$ cat config.mk
export PLATFORM = sky130hd
export DESIGN_NAME = instruction_encoder
export DESIGN_NICKNAME = d
export VERILOG_FILES = /design/src/rtl/core_pkg.sv /design/src/rtl/instruction_field_packer.sv /design/src/rtl/instruction_encoder.sv
export SDC_FILE = /design/constraint.sdc
export NUM_CORES = 1
export LEC_CHECK = 0
export BUFFER_PORTS_ARGS = -buffer_cell sky130_fd_sc_hd__clkbuf_2
export CELL_PAD_IN_SITES_DETAIL_PLACEMENT = 0
export CELL_PAD_IN_SITES_GLOBAL_PLACEMENT = 1
export CORE_MARGIN = 3
export CORE_UTILIZATION = 39
export DETAILED_ROUTE_END_ITERATION = 8
export GPL_ROUTABILITY_DRIVEN = 0
export GPL_TIMING_DRIVEN = 0
export PLACE_DENSITY = 0.9
export SETUP_SLACK_MARGIN = 0.2
export SLEW_MARGIN = 20
export SYNTH_ARGS = -nofsm -noshare
export SYNTH_HDL_FRONTEND = slang
export SYNTH_SLANG_ARGS = --single-unit
$ cat constraint.sdc
create_clock -name clk -period 4.1 [get_ports clk]
set_clock_uncertainty 0.1 [all_clocks]
set_input_delay 1.23 -clock clk [delete_from_list [all_inputs] [get_ports clk]]
set_output_delay 1.23 -clock clk [all_outputs]
set_load 0.01 [all_outputs]
$ cat src/rtl/core_pkg.sv
// Definitions shared by the instruction encoder and the immediate generator:
// instruction formats, base opcodes and the canonical NOP.
package core_pkg;

  typedef enum logic [2:0] {
    FMT_R   = 3'd0,
    FMT_I   = 3'd1,
    FMT_S   = 3'd2,
    FMT_B   = 3'd3,
    FMT_U   = 3'd4,
    FMT_J   = 3'd5,
    FMT_LI  = 3'd6,
    FMT_ILL = 3'd7
  } fmt_e;

  localparam logic [6:0] OPC_LW        = 7'b0000011;
  localparam logic [6:0] OPC_SW        = 7'b0100011;
  localparam logic [6:0] OPC_JAL       = 7'b1101111;
  localparam logic [6:0] OPC_LUI       = 7'b0110111;
  localparam logic [6:0] OPC_CSR       = 7'b1110011;
  localparam logic [6:0] OPC_JALR      = 7'b1100111;
  localparam logic [6:0] OPC_AUIPC     = 7'b0010111;
  localparam logic [6:0] OPC_BRANCH    = 7'b1100011;
  localparam logic [6:0] OPC_IMMEDIATE = 7'b0010011;

  localparam logic [31:0] ERR_NOP_DEFAULT = 32'h00000013;

  // True when v is reachable by sign-extending its own low 12 bits.
  function automatic logic fits_s12(input logic [31:0] v);
    return v == {{20{v[11]}}, v[11:0]};
  endfunction

endpackage

$ cat src/rtl/instruction_field_packer.sv
// Combinational RV32I field packer with immediate range check; any failure
// replaces the word with ERR_NOP.
module instruction_field_packer import core_pkg::*; #(
  parameter logic [31:0] ERR_NOP = ERR_NOP_DEFAULT
) (
  input  logic [2:0]  fmt,
  input  logic [6:0]  opcode,
  input  logic [4:0]  rd,
  input  logic [4:0]  rs1,
  input  logic [4:0]  rs2,
  input  logic [2:0]  funct3,
  input  logic [6:0]  funct7,
  input  logic [31:0] imm,
  output logic [31:0] word,
  output logic        err
);

  logic [31:0] raw;
  logic        bad;
  logic        is_shift;

  assign is_shift = (opcode == OPC_IMMEDIATE) && (funct3 == 3'b001 || funct3 == 3'b101);

  always_comb begin
    raw = '0;
    bad = 1'b0;
    case (fmt_e'(fmt))
      FMT_R: raw = {funct7, rs2, rs1, funct3, rd, opcode};
      FMT_I: begin
        if (is_shift) begin
          bad = imm[31:5] != '0;
          raw = {funct7, imm[4:0], rs1, funct3, rd, opcode};
        end else begin
          bad = !fits_s12(imm);
          raw = {imm[11:0], rs1, funct3, rd, opcode};
        end
      end
      FMT_S: begin
        bad = !fits_s12(imm);
        raw = {imm[11:5], rs2, rs1, funct3, imm[4:0], opcode};
      end
      FMT_B: begin
        bad = (imm[31:12] != {20{imm[12]}}) || imm[0];
        raw = {imm[12], imm[10:5], rs2, rs1, funct3, imm[4:1], imm[11], opcode};
      end
      FMT_U: begin
        bad = imm[11:0] != '0;
        raw = {imm[31:12], rd, opcode};
      end
      FMT_J: begin
        bad = (imm[31:20] != {12{imm[20]}}) || imm[0];
        raw = {imm[20], imm[10:1], imm[11], imm[19:12], rd, opcode};
      end
      // LI must be lowered by the caller; reaching here means it is disabled.
      default: bad = 1'b1;
    endcase
    err  = bad;
    word = bad ? ERR_NOP : raw;
  end

endmodule

$ cat src/rtl/instruction_encoder.sv
// Registered RV32I instruction encoder with valid/ready on both sides; lowers
// the LI pseudo-op to ADDI, LUI or a LUI+ADDI pair.
module instruction_encoder import core_pkg::*; #(
  parameter bit          LI_ENABLE = 1'b1,
  parameter logic [31:0] ERR_NOP   = ERR_NOP_DEFAULT
) (
  input  logic        clk,
  input  logic        rst,
  input  logic        req_valid,
  output logic        req_ready,
  input  logic [2:0]  req_fmt,
  input  logic [6:0]  req_opcode,
  input  logic [4:0]  req_rd,
  input  logic [4:0]  req_rs1,
  input  logic [4:0]  req_rs2,
  input  logic [2:0]  req_funct3,
  input  logic [6:0]  req_funct7,
  input  logic [31:0] req_imm,
  output logic        out_valid,
  input  logic        out_ready,
  output logic [31:0] out_instr,
  output logic        out_last,
  output logic        out_err
);

  typedef enum logic {ST_IDLE, ST_LI_ADDI} state_e;

  state_e      state_q, state_d;
  logic        out_valid_q, out_valid_d;
  logic [31:0] out_instr_q, out_instr_d;
  logic        out_last_q, out_last_d;
  logic        out_err_q, out_err_d;
  logic [4:0]  li_rd_q, li_rd_d;
  logic [11:0] li_lo_q, li_lo_d;

  logic [2:0]  p_fmt, p_funct3;
  logic [6:0]  p_opcode, p_funct7;
  logic [4:0]  p_rd, p_rs1, p_rs2;
  logic [31:0] p_imm, p_word;
  logic        p_err;

  logic        is_li, li_fits, li_two;
  logic [19:0] li_hi;
  logic        accept, consume;

  assign is_li   = LI_ENABLE && (req_fmt == FMT_LI);
  assign li_fits = fits_s12(req_imm);
  assign li_two  = is_li && !li_fits && (req_imm[11:0] != '0);
  // Rounded upper part so that the sign-extended ADDI lands on the target.
  assign li_hi   = req_imm[31:12] + {19'd0, req_imm[11]};

  assign req_ready = (state_q == ST_IDLE) && (!out_valid_q || out_ready);
  assign accept    = req_valid && req_ready;
  assign consume   = out_valid_q && out_ready;

  always_comb begin
    p_fmt    = req_fmt;
    p_opcode = req_opcode;
    p_rd     = req_rd;
    p_rs1    = req_rs1;
    p_rs2    = req_rs2;
    p_funct3 = req_funct3;
    p_funct7 = req_funct7;
    p_imm    = req_imm;
    if (state_q == ST_LI_ADDI) begin
      p_fmt    = FMT_I;
      p_opcode = OPC_IMMEDIATE;
      p_rd     = li_rd_q;
      p_rs1    = li_rd_q;
      p_rs2    = '0;
      p_funct3 = 3'b000;
      p_funct7 = '0;
      p_imm    = {{20{li_lo_q[11]}}, li_lo_q};
    end else if (is_li) begin
      p_rs1    = '0;
      p_rs2    = '0;
      p_funct3 = 3'b000;
      p_funct7 = '0;
      if (li_fits) begin
        p_fmt    = FMT_I;
        p_opcode = OPC_IMMEDIATE;
      end else begin
        p_fmt    = FMT_U;
        p_opcode = OPC_LUI;
        p_imm    = {li_hi, 12'd0};
      end
    end
  end

  instruction_field_packer #(.ERR_NOP(ERR_NOP)) u_packer (
    .fmt(p_fmt), .opcode(p_opcode), .rd(p_rd), .rs1(p_rs1), .rs2(p_rs2),
    .funct3(p_funct3), .funct7(p_funct7), .imm(p_imm), .word(p_word), .err(p_err)
  );

  always_comb begin
    state_d     = state_q;
    out_valid_d = out_valid_q;
    out_instr_d = out_instr_q;
    out_last_d  = out_last_q;
    out_err_d   = out_err_q;
    li_rd_d     = li_rd_q;
    li_lo_d     = li_lo_q;
    case (state_q)
      ST_IDLE: begin
        if (accept) begin
          out_valid_d = 1'b1;
          out_instr_d = p_word;
          out_err_d   = p_err;
          out_last_d  = !li_two;
          if (li_two) begin
            state_d = ST_LI_ADDI;
            li_rd_d = req_rd;
            li_lo_d = req_imm[11:0];
          end
        end else if (consume) begin
          out_valid_d = 1'b0;
        end
      end
      ST_LI_ADDI: begin
        if (consume) begin
          out_instr_d = p_word;
          out_err_d   = p_err;
          out_last_d  = 1'b1;
          state_d     = ST_IDLE;
        end
      end
      default: state_d = ST_IDLE;
    endcase
  end

  always_ff @(posedge clk or posedge rst) begin
    if (rst) begin
      state_q     <= ST_IDLE;
      out_valid_q <= 1'b0;
      out_instr_q <= '0;
      out_last_q  <= 1'b0;
      out_err_q   <= 1'b0;
      li_rd_q     <= '0;
      li_lo_q     <= '0;
    end else begin
      state_q     <= state_d;
      out_valid_q <= out_valid_d;
      out_instr_q <= out_instr_d;
      out_last_q  <= out_last_d;
      out_err_q   <= out_err_d;
      li_rd_q     <= li_rd_d;
      li_lo_q     <= li_lo_d;
    end
  end

  assign out_valid = out_valid_q;
  assign out_instr = out_instr_q;
  assign out_last  = out_last_q;
  assign out_err   = out_err_q;

endmodule

==> results of run 1 <==
[sequential cells by signal, summed over array words and instances, names as in the netlist]
name	cells
li_rd_q	5
out_last	1
out_err	1
out_valid	1
state_q	1
out_instr	32
li_lo_q	12
[path summary, 6_finish.rpt]
check / start / to / slack, ps / cells after the start
setup reg to reg: state_q$_DFF_PP0_ / out_instr[16]$_DFFE_PP0P_ / 370 / 12
setup / recovery: req_imm[29] / out_instr[16]$_DFFE_PP0P_ / -710 / 14
max in group asynchronous: rst / state_q$_DFF_PP0_ / 2520 / 3
hold / removal: out_last$_DFFE_PP0P_ / out_last$_DFFE_PP0P_ / 410 / 2
min in group asynchronous: rst / out_instr[21]$_DFFE_PP0P_ / 810 / 2
hold reg to reg: out_last$_DFFE_PP0P_ / out_last$_DFFE_PP0P_ / 410 / 2
[power by group through the flow]
stage          registers (mW)  clock network [mW]  logic [mW]
5_1_grt                 0.719               0.346       0.749
4_1_cts                 0.702               0.319       0.640
6_report                0.704               0.322       0.700
3_5_place_dp            0.712                   0       0.584
3_3_place_gp            0.707                   0       0.568
2_1_floorplan           0.721                   0       0.336
[worst reg2reg max path, stage by stage (launching register included)]
cell and delay, ps:
sky130_fd_sc_hd__dfrtp_2 480, sky130_fd_sc_hd__inv_1 160, sky130_fd_sc_hd__nand2_1 130, sky130_fd_sc_hd__or2_2 360, sky130_fd_sc_hd__nor4_1 430, sky130_fd_sc_hd__o311a_1 280
sky130_fd_sc_hd__nand4_1 130, sky130_fd_sc_hd__a221o_1 340, sky130_fd_sc_hd__o31a_1 240, sky130_fd_sc_hd__a311o_1 330, sky130_fd_sc_hd__buf_6 150, sky130_fd_sc_hd__buf_6 140
sky130_fd_sc_hd__o41ai_1 340
[repair_timing]
item	4_1_cts	5_1_grt
endpoints found under the setup margin	44	34
setup buffers	28	8
pin swaps	30	28
resized for setup	47	39
cloned	2	0
endpoints found under the hold margin	0	0
[kinds of logic after synthesis]
group	count (synthesis)	share of synthesized area [%]
xor+xnor	7	1.53
compound gates	143	27.2
flops	53	33.0
simple gates	219	27.4
fa+ha+maj	3	0.934
mux	19	5.42
buf+inv	38	4.48
[cells in the final DEF, fill, tap and decap left out, types with 8 or more instances in the layout]
master                       n
sky130_fd_sc_hd__buf_6      12
sky130_fd_sc_hd__nand2b_1    8
sky130_fd_sc_hd__nand2_1    66
sky130_fd_sc_hd__o21ai_0    34
sky130_fd_sc_hd__a22oi_1     9
sky130_fd_sc_hd__clkbuf_1   14
sky130_fd_sc_hd__dfrtp_1    52
sky130_fd_sc_hd__mux2_2     17
sky130_fd_sc_hd__nand4_1    10
sky130_fd_sc_hd__nand3_1    15
sky130_fd_sc_hd__buf_4      31
sky130_fd_sc_hd__nor2_1     39
sky130_fd_sc_hd__a21oi_1    12
sky130_fd_sc_hd__nor3_1     13
sky130_fd_sc_hd__clkbuf_2  101
sky130_fd_sc_hd__nor4_1     14
sky130_fd_sc_hd__a22o_1     21
[stage by stage]
| stage | TNS [ps] | power [mW] | utilization [%] |
|---|---|---|---|
| final | -22030 | 1.73 | 55.6 |
| after CTS | -17800 | 1.66 | 53.2 |
| after global placement | -56720 | 1.28 | 47.9 |
| after global routing | -23870 | 1.81 | 55.6 |
| after detailed placement | -52420 | 1.30 | 48.2 |
| after floorplan | -21510 | 1.06 | - |
[area by class of cell]
cell class                      count  area (sq um)  share of cell area [%]
Timing Repair Buffer              144           911                    16.5
Tap cell                          133           166                    3.02
Multi-Input combinational cell    391          2770                    50.4
Buffer                             30           204                    3.70
Clock inverter                      2          13.8                   0.250
Inverter                            8          30.0                   0.545
Sequential cell                    53          1330                    24.1
Clock buffer                        6          82.6                    1.50
[metal layers]
layer / vias up / share of wire, % / GRT usage, %
li1: 2163 / - / -
met1: 2305 / 39 / 35.1
met2: 278 / 48 / 42.1
met3: 78 / 9.6 / 4.74
met4: 0 / 4.1 / 8.03
met5: - / 0 / 0
==> flow_results.xml, run 1 <==
<?xml version="1.0" encoding="UTF-8"?>
<metrics>
  <group name="power_and_ir_drop">
    <metric name="switchingPower" unit="mW">0.652</metric>
    <metric name="switching_fraction" unit="%">37.8</metric>
    <metric name="power-per-cell-area" unit="nW/um^2">313</metric>
    <metric name="power.share.combinational" unit="%">40.6</metric>
    <metric name="clock_power_share" unit="%">18.6</metric>
    <metric name="p_int" unit="mW">1.07</metric>
    <metric name="power.sequential.fraction" unit="%">40.8</metric>
    <metric name="peakVddDrop" unit="V">0.000196</metric>
    <metric name="leakage_power_figure" unit="nW">2.40</metric>
  </group>
  <group name="routing">
    <metric name="wire_per_inst" unit="um">20.2</metric>
    <metric name="detailroute.via_count" unit="">4824</metric>
    <metric name="route.antenna.remaining_nets" unit="">0</metric>
    <metric name="post-route-drc-count" unit="">0</metric>
    <metric name="via_per_inst" unit="">6.29</metric>
    <metric name="detail_route.first_pass.iterations" unit="">5</metric>
    <metric name="wire_length_reported_by_the_detailed_router" unit="um">15500</metric>
    <metric name="drt_first_iter_violations" unit="">679</metric>
  </group>
  <group name="setup_path">
    <metric name="worst_path_largest_cell_delay" unit="ps">450</metric>
    <metric name="worst_setup_ep_type" unit="">flop</metric>
    <metric name="cpLargestDelayFamily" unit="">compound AO/OA/AOI/OAI gates</metric>
    <metric name="crit_buf_inv" unit="">4</metric>
    <metric name="worstSetupPathType" unit="">primary input to flop</metric>
    <metric name="timing.critical_path.fanout_max" unit="">7</metric>
    <metric name="cp_cell_sequence" unit="">buf_8 -&gt; or3_1 -&gt; o32a_1 -&gt; a2111o_1 -&gt; buf_4 -&gt; nand2_2 -&gt; mux2_4 -&gt; o31a_1 -&gt; o21a_1 -&gt; o31a_1 -&gt; a311o_1 -&gt; buf_6 -&gt; buf_6 -&gt; o41ai_1</metric>
    <metric name="critPathRequiredTime" unit="ps">4190</metric>
    <metric name="crit_path_top_delay_cell" unit="">sky130_fd_sc_hd__a2111o_1</metric>
    <metric name="setup.worst_path.start_class" unit="">primary input</metric>
    <metric name="cp_data_arrival_time" unit="ps">4900</metric>
  </group>
  <group name="cts">
    <metric name="clock_latency" unit="ps">320</metric>
    <metric name="cts_stage_hold_buffer_count" unit="">0</metric>
    <metric name="htree_levels" unit="">2</metric>
    <metric name="cts_tree" unit="">yes</metric>
    <metric name="clock-sinks" unit="">53</metric>
    <metric name="numCtsBuffers" unit="">5</metric>
    <metric name="clkSlewWorstSetupHoldPaths" unit="ps">100</metric>
    <metric name="clk_path_buf_depth" unit="">2</metric>
    <metric name="cts-root-buf" unit="">sky130_fd_sc_hd__clkbuf_8</metric>
  </group>
  <group name="global_route">
    <metric name="grt_pass1_wl" unit="um">23700</metric>
    <metric name="via_count_of_the_first_global_routing_pass" unit="">4480</metric>
    <metric name="grt_usage" unit="%">25.9</metric>
    <metric name="antenna_found_initial" unit="">0</metric>
    <metric name="globalRouteOverflowTotal" unit="">0</metric>
    <metric name="maximum_number_of_pins_on_one_net_before_global_route_repair" unit="">31</metric>
  </group>
  <group name="synth">
    <metric name="synth_edf_count" unit="">0</metric>
    <metric name="netlist_top_cells_count" unit="">sky130_fd_sc_hd__nand2_1 (69), sky130_fd_sc_hd__dfrtp_1 (53), sky130_fd_sc_hd__nor2_1 (41)</metric>
    <metric name="synth_largest_type_area_fraction" unit="%">33.0</metric>
    <metric name="seq_area_frac_synth" unit="%">33.0</metric>
    <metric name="yosys.cell_types.count" unit="">62</metric>
    <metric name="ys.warnings.count" unit="">0</metric>
    <metric name="synth.ff_latch_count" unit="">53</metric>
    <metric name="synth.most_common_cell" unit="">sky130_fd_sc_hd__nand2_1</metric>
    <metric name="ys_top_cells_by_area" unit="">sky130_fd_sc_hd__dfrtp_1 (33%), sky130_fd_sc_hd__nand2_1 (6.4%), sky130_fd_sc_hd__mux2_2 (5.0%)</metric>
    <metric name="synthesis.instances" unit="">482</metric>
    <metric name="async_flop_share" unit="%">100</metric>
    <metric name="ys_dominant_reg_cell" unit="">sky130_fd_sc_hd__dfrtp_1</metric>
    <metric name="synth_area" unit="sq um">4020</metric>
    <metric name="syn_area_per_cell" unit="sq um">8.34</metric>
    <metric name="synth_top_cell_by_area" unit="">sky130_fd_sc_hd__dfrtp_1</metric>
    <metric name="syn_nets" unit="">556</metric>
  </group>
  <group name="placement">
    <metric name="hpwl" unit="um">11300</metric>
    <metric name="dp.cells" unit="">721</metric>
    <metric name="dpl_cell_area" unit="sq um">4770</metric>
    <metric name="numPortBuffers" unit="">105</metric>
    <metric name="worst_slack_at_placement" unit="ps">-1550</metric>
  </group>
  <group name="timing">
    <metric name="tightestPinTransition" unit="ps">855</metric>
    <metric name="fin_hold_ws" unit="ps">408</metric>
    <metric name="worst_slack" unit="ps">-711</metric>
    <metric name="relSlewSlack" unit="%">42.6</metric>
    <metric name="maxSlewViolCount" unit="">0</metric>
    <metric name="max_freq" unit="MHz">208</metric>
    <metric name="min_period_over_period" unit="%">117</metric>
    <metric name="final-hold-violation-count" unit="">0</metric>
    <metric name="fin_crit" unit="ps">4810</metric>
    <metric name="unrepaired_setup_endpoints_after_global_routing" unit="">true</metric>
    <metric name="timing.final.setup_violations" unit="">33</metric>
  </group>
  <group name="final_layout">
    <metric name="layout_overhead_on_the_synthesized_area" unit="%">37.1</metric>
    <metric name="layout.cells.non_filler" unit="">767</metric>
    <metric name="final_layout_size_suffix_gt1_share" unit="%">36.3</metric>
    <metric name="stdcell_area" unit="sq um">5510</metric>
    <metric name="diodes" unit="">0</metric>
    <metric name="final_net_count" unit="">707</metric>
    <metric name="fillCellCount" unit="">939</metric>
  </group>
  <group name="die">
    <metric name="placeable_core_region" unit="sq um">9910</metric>
    <metric name="ioPinCount" unit="">107</metric>
    <metric name="horizontal_extent_of_the_die" unit="um">107</metric>
    <metric name="die-height" unit="um">107</metric>
    <metric name="die_area" unit="sq um">11600</metric>
    <metric name="start_util" unit="%">40.5</metric>
    <metric name="row_count" unit="">36</metric>
  </group>
  <group name="run_status">
    <metric name="violations_in_the_final_reports" unit="">setup timing</metric>
    <metric name="status" unit="">finished with violations</metric>
  </group>
  <group name="flow_run">
    <metric name="cap_violations" unit="">0</metric>
  </group>
  <group name="min_path">
    <metric name="worst_hold_path_type" unit="">flop to flop</metric>
  </group>
</metrics>
No activity file was read; power rests on OpenSTA's default activity.
==> run 2: changes to the inputs <==
--- a/config.mk
+++ b/config.mk
@@ -9,7 +9,7 @@
 export CELL_PAD_IN_SITES_DETAIL_PLACEMENT = 0
 export CELL_PAD_IN_SITES_GLOBAL_PLACEMENT = 1
 export CORE_MARGIN = 3
-export CORE_UTILIZATION = 39
+export CORE_UTILIZATION = 41
 export DETAILED_ROUTE_END_ITERATION = 8
 export GPL_ROUTABILITY_DRIVEN = 0
 export GPL_TIMING_DRIVEN = 0
@@ -18,4 +18,5 @@
 export SLEW_MARGIN = 20
 export SYNTH_ARGS = -nofsm -noshare
 export SYNTH_HDL_FRONTEND = slang
+export SYNTH_HIERARCHICAL = 1
 export SYNTH_SLANG_ARGS = --single-unit
==> flow_results.xml, run 2 <==
<?xml version="1.0" encoding="UTF-8"?>
<metrics>
  <group name="timing">
    <metric name="final-hold-violation-count" unit="">0</metric>
    <metric name="fin_crit" unit="ps">4740</metric>
    <metric name="tightestPinTransition" unit="ps">933</metric>
    <metric name="max_freq" unit="MHz">211</metric>
    <metric name="worst_slack" unit="ps">-641</metric>
    <metric name="setup_total_negative_slack" unit="ps">-18170</metric>
    <metric name="min_period_over_period" unit="%">116</metric>
    <metric name="timing.final.setup_violations" unit="">33</metric>
    <metric name="maxSlewViolCount" unit="">0</metric>
    <metric name="fin_hold_ws" unit="ps">402</metric>
    <metric name="unrepaired_setup_endpoints_after_global_routing" unit="">true</metric>
    <metric name="relSlewSlack" unit="%">37.8</metric>
  </group>
  <group name="synth">
    <metric name="seq_area_frac_synth" unit="%">29.4</metric>
    <metric name="syn_area_per_cell" unit="sq um">8.94</metric>
    <metric name="xor_xnor_portion_of_the_synthesized_cell_area" unit="%">0.194</metric>
    <metric name="syn_nets" unit="">578</metric>
    <metric name="ys_dominant_reg_cell" unit="">sky130_fd_sc_hd__dfrtp_1</metric>
    <metric name="netlist_top_cells_count" unit="">sky130_fd_sc_hd__dfrtp_1 (53), sky130_fd_sc_hd__mux2_2 (40), sky130_fd_sc_hd__nor4_1 (33)</metric>
    <metric name="compound_gate_portion_of_the_synthesized_area" unit="%">18.3</metric>
    <metric name="synth_mux_area_share" unit="%">15.6</metric>
    <metric name="async_flop_share" unit="%">100</metric>
    <metric name="synthesis.instances" unit="">504</metric>
    <metric name="synth_top_cell_by_area" unit="">sky130_fd_sc_hd__dfrtp_1</metric>
    <metric name="yosys.cell_types.count" unit="">60</metric>
    <metric name="synth_top_family_by_area" unit="">simple AND/OR/NAND/NOR gates</metric>
    <metric name="fraction_of_the_mapped_netlist_area_in_adder_cells" unit="%">0.833</metric>
    <metric name="post_synth_and_or_nand_nor_area_fraction" unit="%">30.7</metric>
    <metric name="synth.most_common_cell" unit="">sky130_fd_sc_hd__dfrtp_1</metric>
    <metric name="synth.ff_latch_count" unit="">53</metric>
    <metric name="synth_area" unit="sq um">4500</metric>
    <metric name="synth_largest_type_area_fraction" unit="%">29.4</metric>
    <metric name="ys.warnings.count" unit="">6</metric>
    <metric name="ys_top_cells_by_area" unit="">sky130_fd_sc_hd__dfrtp_1 (29%), sky130_fd_sc_hd__mux2_2 (10%), sky130_fd_sc_hd__nor4_1 (4.6%)</metric>
    <metric name="synth_edf_count" unit="">0</metric>
  </group>
  <group name="die">
    <metric name="row_count" unit="">37</metric>
    <metric name="placeable_core_region" unit="sq um">10500</metric>
    <metric name="horizontal_extent_of_the_die" unit="um">111</metric>
    <metric name="die-height" unit="um">111</metric>
    <metric name="start_util" unit="%">42.9</metric>
    <metric name="ioPinCount" unit="">107</metric>
    <metric name="die_area" unit="sq um">12300</metric>
  </group>
  <group name="setup_path">
    <metric name="critPathRequiredTime" unit="ps">4200</metric>
    <metric name="worst_r2r_endpoint" unit="">out_err$_DFFE_PP0P_</metric>
    <metric name="worstSetupPathType" unit="">primary input to flop</metric>
    <metric name="regToRegStartpoint" unit="">state_q$_DFF_PP0_</metric>
    <metric name="ff2ff_setup_slack" unit="ps">-240</metric>
    <metric name="setup.worst_path.start_class" unit="">primary input</metric>
    <metric name="cp_data_arrival_time" unit="ps">4840</metric>
    <metric name="timing.reg2reg.worst_path_depth" unit="">11</metric>
    <metric name="worst_path_largest_cell_delay" unit="ps">520</metric>
    <metric name="cp_cell_sequence" unit="">buf_4 -&gt; or4_4 -&gt; a21oi_4 -&gt; o2111a_1 -&gt; buf_6 -&gt; buf_4 -&gt; or4_4 -&gt; a31oi_4 -&gt; buf_4 -&gt; nor4_1 -&gt; and3_4 -&gt; nor3_2 -&gt; a311o_2 -&gt; buf_8 -&gt; or3_4 -&gt; mux2_4</metric>
    <metric name="cpMostUsedCell" unit="">sky130_fd_sc_hd__buf_4</metric>
    <metric name="timing.critical_path.fanout_max" unit="">6</metric>
    <metric name="crit_buf_inv" unit="">5</metric>
    <metric name="cpLargestDelayFamily" unit="">simple AND/OR/NAND/NOR gates</metric>
    <metric name="worst_setup_ep_type" unit="">flop</metric>
    <metric name="crit_path_top_delay_cell" unit="">sky130_fd_sc_hd__or4_4</metric>
  </group>
  <group name="final_layout">
    <metric name="final_net_count" unit="">734</metric>
    <metric name="mostFrequentLayoutCells" unit="">sky130_fd_sc_hd__clkbuf_2 (98), sky130_fd_sc_hd__dfrtp_1 (53), sky130_fd_sc_hd__buf_4 (31)</metric>
    <metric name="stdcell_area" unit="sq um">6890</metric>
    <metric name="final_layout_size_suffix_gt1_share" unit="%">48.0</metric>
    <metric name="diodes" unit="">0</metric>
    <metric name="layout_overhead_on_the_synthesized_area" unit="%">52.9</metric>
    <metric name="layout.cells.non_filler" unit="">797</metric>
    <metric name="most_frequent_standard_cell_in_the_layout_excluding_fill_and_tap_cells" unit="">sky130_fd_sc_hd__clkbuf_2</metric>
    <metric name="final_core_util" unit="%">65.6</metric>
    <metric name="largest_register_ffs" unit="">32</metric>
  </group>
  <group name="min_path">
    <metric name="hold_depth" unit="">1</metric>
    <metric name="min_to" unit="">li_lo_q[0]$_DFFE_PP0P_</metric>
    <metric name="worst_hold_path_type" unit="">flop to flop</metric>
    <metric name="hold_path.startpoint" unit="">li_lo_q[0]$_DFFE_PP0P_</metric>
  </group>
  <group name="power_and_ir_drop">
    <metric name="leakage_power_figure" unit="nW">2.93</metric>
    <metric name="power.sequential.fraction" unit="%">33.4</metric>
    <metric name="switching_fraction" unit="%">39.5</metric>
    <metric name="clock_power_share" unit="%">14.3</metric>
    <metric name="power.share.combinational" unit="%">52.3</metric>
    <metric name="peakVddDrop" unit="V">0.000264</metric>
    <metric name="switchingPower" unit="mW">0.845</metric>
    <metric name="p_int" unit="mW">1.29</metric>
    <metric name="power-per-cell-area" unit="nW/um^2">310</metric>
  </group>
  <group name="global_route">
    <metric name="antenna_found_initial" unit="">0</metric>
    <metric name="maximum_number_of_pins_on_one_net_before_global_route_repair" unit="">32</metric>
    <metric name="grt_pass1_wl" unit="um">25700</metric>
    <metric name="grt_usage" unit="%">25.3</metric>
    <metric name="via_count_of_the_first_global_routing_pass" unit="">5012</metric>
    <metric name="globalRouteOverflowTotal" unit="">0</metric>
  </group>
  <group name="cts">
    <metric name="clk_path_buf_depth" unit="">2</metric>
    <metric name="clock_latency" unit="ps">300</metric>
    <metric name="numCtsBuffers" unit="">5</metric>
    <metric name="clock-sinks" unit="">53</metric>
    <metric name="cts_stage_hold_buffer_count" unit="">0</metric>
    <metric name="cts_tree" unit="">yes</metric>
    <metric name="clkSlewWorstSetupHoldPaths" unit="ps">100</metric>
    <metric name="cts-root-buf" unit="">sky130_fd_sc_hd__clkbuf_8</metric>
    <metric name="htree_levels" unit="">2</metric>
  </group>
  <group name="placement">
    <metric name="numPortBuffers" unit="">106</metric>
    <metric name="hpwl" unit="um">12000</metric>
    <metric name="dp.cells" unit="">747</metric>
    <metric name="dpl_cell_area" unit="sq um">5470</metric>
  </group>
  <group name="flow_run">
    <metric name="cap_violations" unit="">0</metric>
  </group>
  <group name="run_status">
    <metric name="status" unit="">finished with violations</metric>
    <metric name="violations_in_the_final_reports" unit="">setup timing</metric>
  </group>
  <group name="routing">
    <metric name="via_per_inst" unit="">6.51</metric>
    <metric name="detail_route.first_pass.iterations" unit="">7</metric>
    <metric name="post-route-drc-count" unit="">0</metric>
    <metric name="wire_per_inst" unit="um">22.0</metric>
    <metric name="route.antenna.remaining_nets" unit="">0</metric>
    <metric name="drt_first_iter_violations" unit="">514</metric>
    <metric name="detailroute.via_count" unit="">5185</metric>
    <metric name="wire_length_reported_by_the_detailed_router" unit="um">17500</metric>
  </group>
</metrics>
-- run 2: changes by cell type after synthesis, moves of 9 or more --
cell	before	now
sky130_fd_sc_hd__nand2_1	69	31
sky130_fd_sc_hd__and3_1	4	32
sky130_fd_sc_hd__nor2_1	41	18
sky130_fd_sc_hd__mux2_2	18	40
sky130_fd_sc_hd__o21ai_0	37	16
sky130_fd_sc_hd__mux2_1	0	17
sky130_fd_sc_hd__nor2b_1	5	18
sky130_fd_sc_hd__nor4_1	20	33
sky130_fd_sc_hd__nand3_1	16	7
-- run 2: worst reg2reg max path, stage by stage (launching register included) --
cell                       delay [ps]
sky130_fd_sc_hd__dfrtp_1          450
sky130_fd_sc_hd__inv_1            130
sky130_fd_sc_hd__nor2_2           650
sky130_fd_sc_hd__clkbuf_1         770
sky130_fd_sc_hd__a21oi_2          150
sky130_fd_sc_hd__or4_4            590
sky130_fd_sc_hd__o41ai_4          320
sky130_fd_sc_hd__a41oi_2           70
sky130_fd_sc_hd__a31o_4           260
sky130_fd_sc_hd__buf_8            130
sky130_fd_sc_hd__or3_4            360
sky130_fd_sc_hd__mux2_4           260
-- run 2: what timing repair did --
item | CTS | global route
cloned | 1 | 4
resized for setup | 69 | 119
setup endpoints to repair | 33 | 33
hold endpoints to repair | 0 | 0
pin swaps | 24 | 33
setup buffers | 20 | 17
-- run 2: worst max path at each step --
stage | startpoint | to | slack [ps] | depth (start not counted)
after floorplan | req_imm[15] | out_err$_DFFE_PP0P_ | -580 | 14
after global placement | req_fmt[0] | out_err$_DFFE_PP0P_ | -1300 | 14
after detailed placement | req_fmt[0] | out_err$_DFFE_PP0P_ | -1400 | 14
after CTS | req_imm[11] | out_err$_DFFE_PP0P_ | -670 | 16
after global routing | req_imm[21] | out_err$_DFFE_PP0P_ | -760 | 15
final | req_imm[13] | out_err$_DFFE_PP0P_ | -640 | 16
-- run 2: cell families after synthesis --
| logic type | Yosys count |
|---|---|
| compound gates | 114 |
| buf+inv | 49 |
| flops | 53 |
| xor+xnor | 1 |
| simple gates | 221 |
| fa+ha+maj | 3 |
| mux | 63 |
-- run 2: layout make-up --
| class | count | area (sq um) |
|---|---|---|
| multi-input cells | 402 | 3890 |
| flip-flops and latches | 53 | 1330 |
| repair buffers | 149 | 1030 |
| well taps | 136 | 170 |
| plain buffers | 40 | 344 |
| fillers | 800 | 3620 |
| clock buffers | 5 | 68.8 |
| inverters | 9 | 33.8 |
| clock inverters | 3 | 21.3 |
-- run 2: layer usage --
metal / global-route usage, % / wire length (um)
met1: 33.9 / 7110
met2: 41.7 / 8370
met3: 4.20 / 1410
met4: 7.72 / 642
met5: 0 / 0
-- run 2: per-stage QoR --
| stage | total power, mW | worst slack (ps) |
|---|---|---|
| after floorplan | 1.23 | -580 |
| after global placement | 1.47 | -1300 |
| after detailed placement | 1.50 | -1400 |
| after CTS | 1.93 | -675 |
| after global routing | 2.24 | -762 |
| final | 2.14 | -641 |
-- run 2: power by group through the flow --
stage               combinational, mW  clock (mW)  sequential [mW]
global route                     1.18       0.334            0.729
CTS                             0.918       0.308            0.709
global placement                0.761           0            0.711
detailed placement              0.784           0            0.719
finish                           1.12       0.306            0.714
floorplan                       0.494           0            0.734
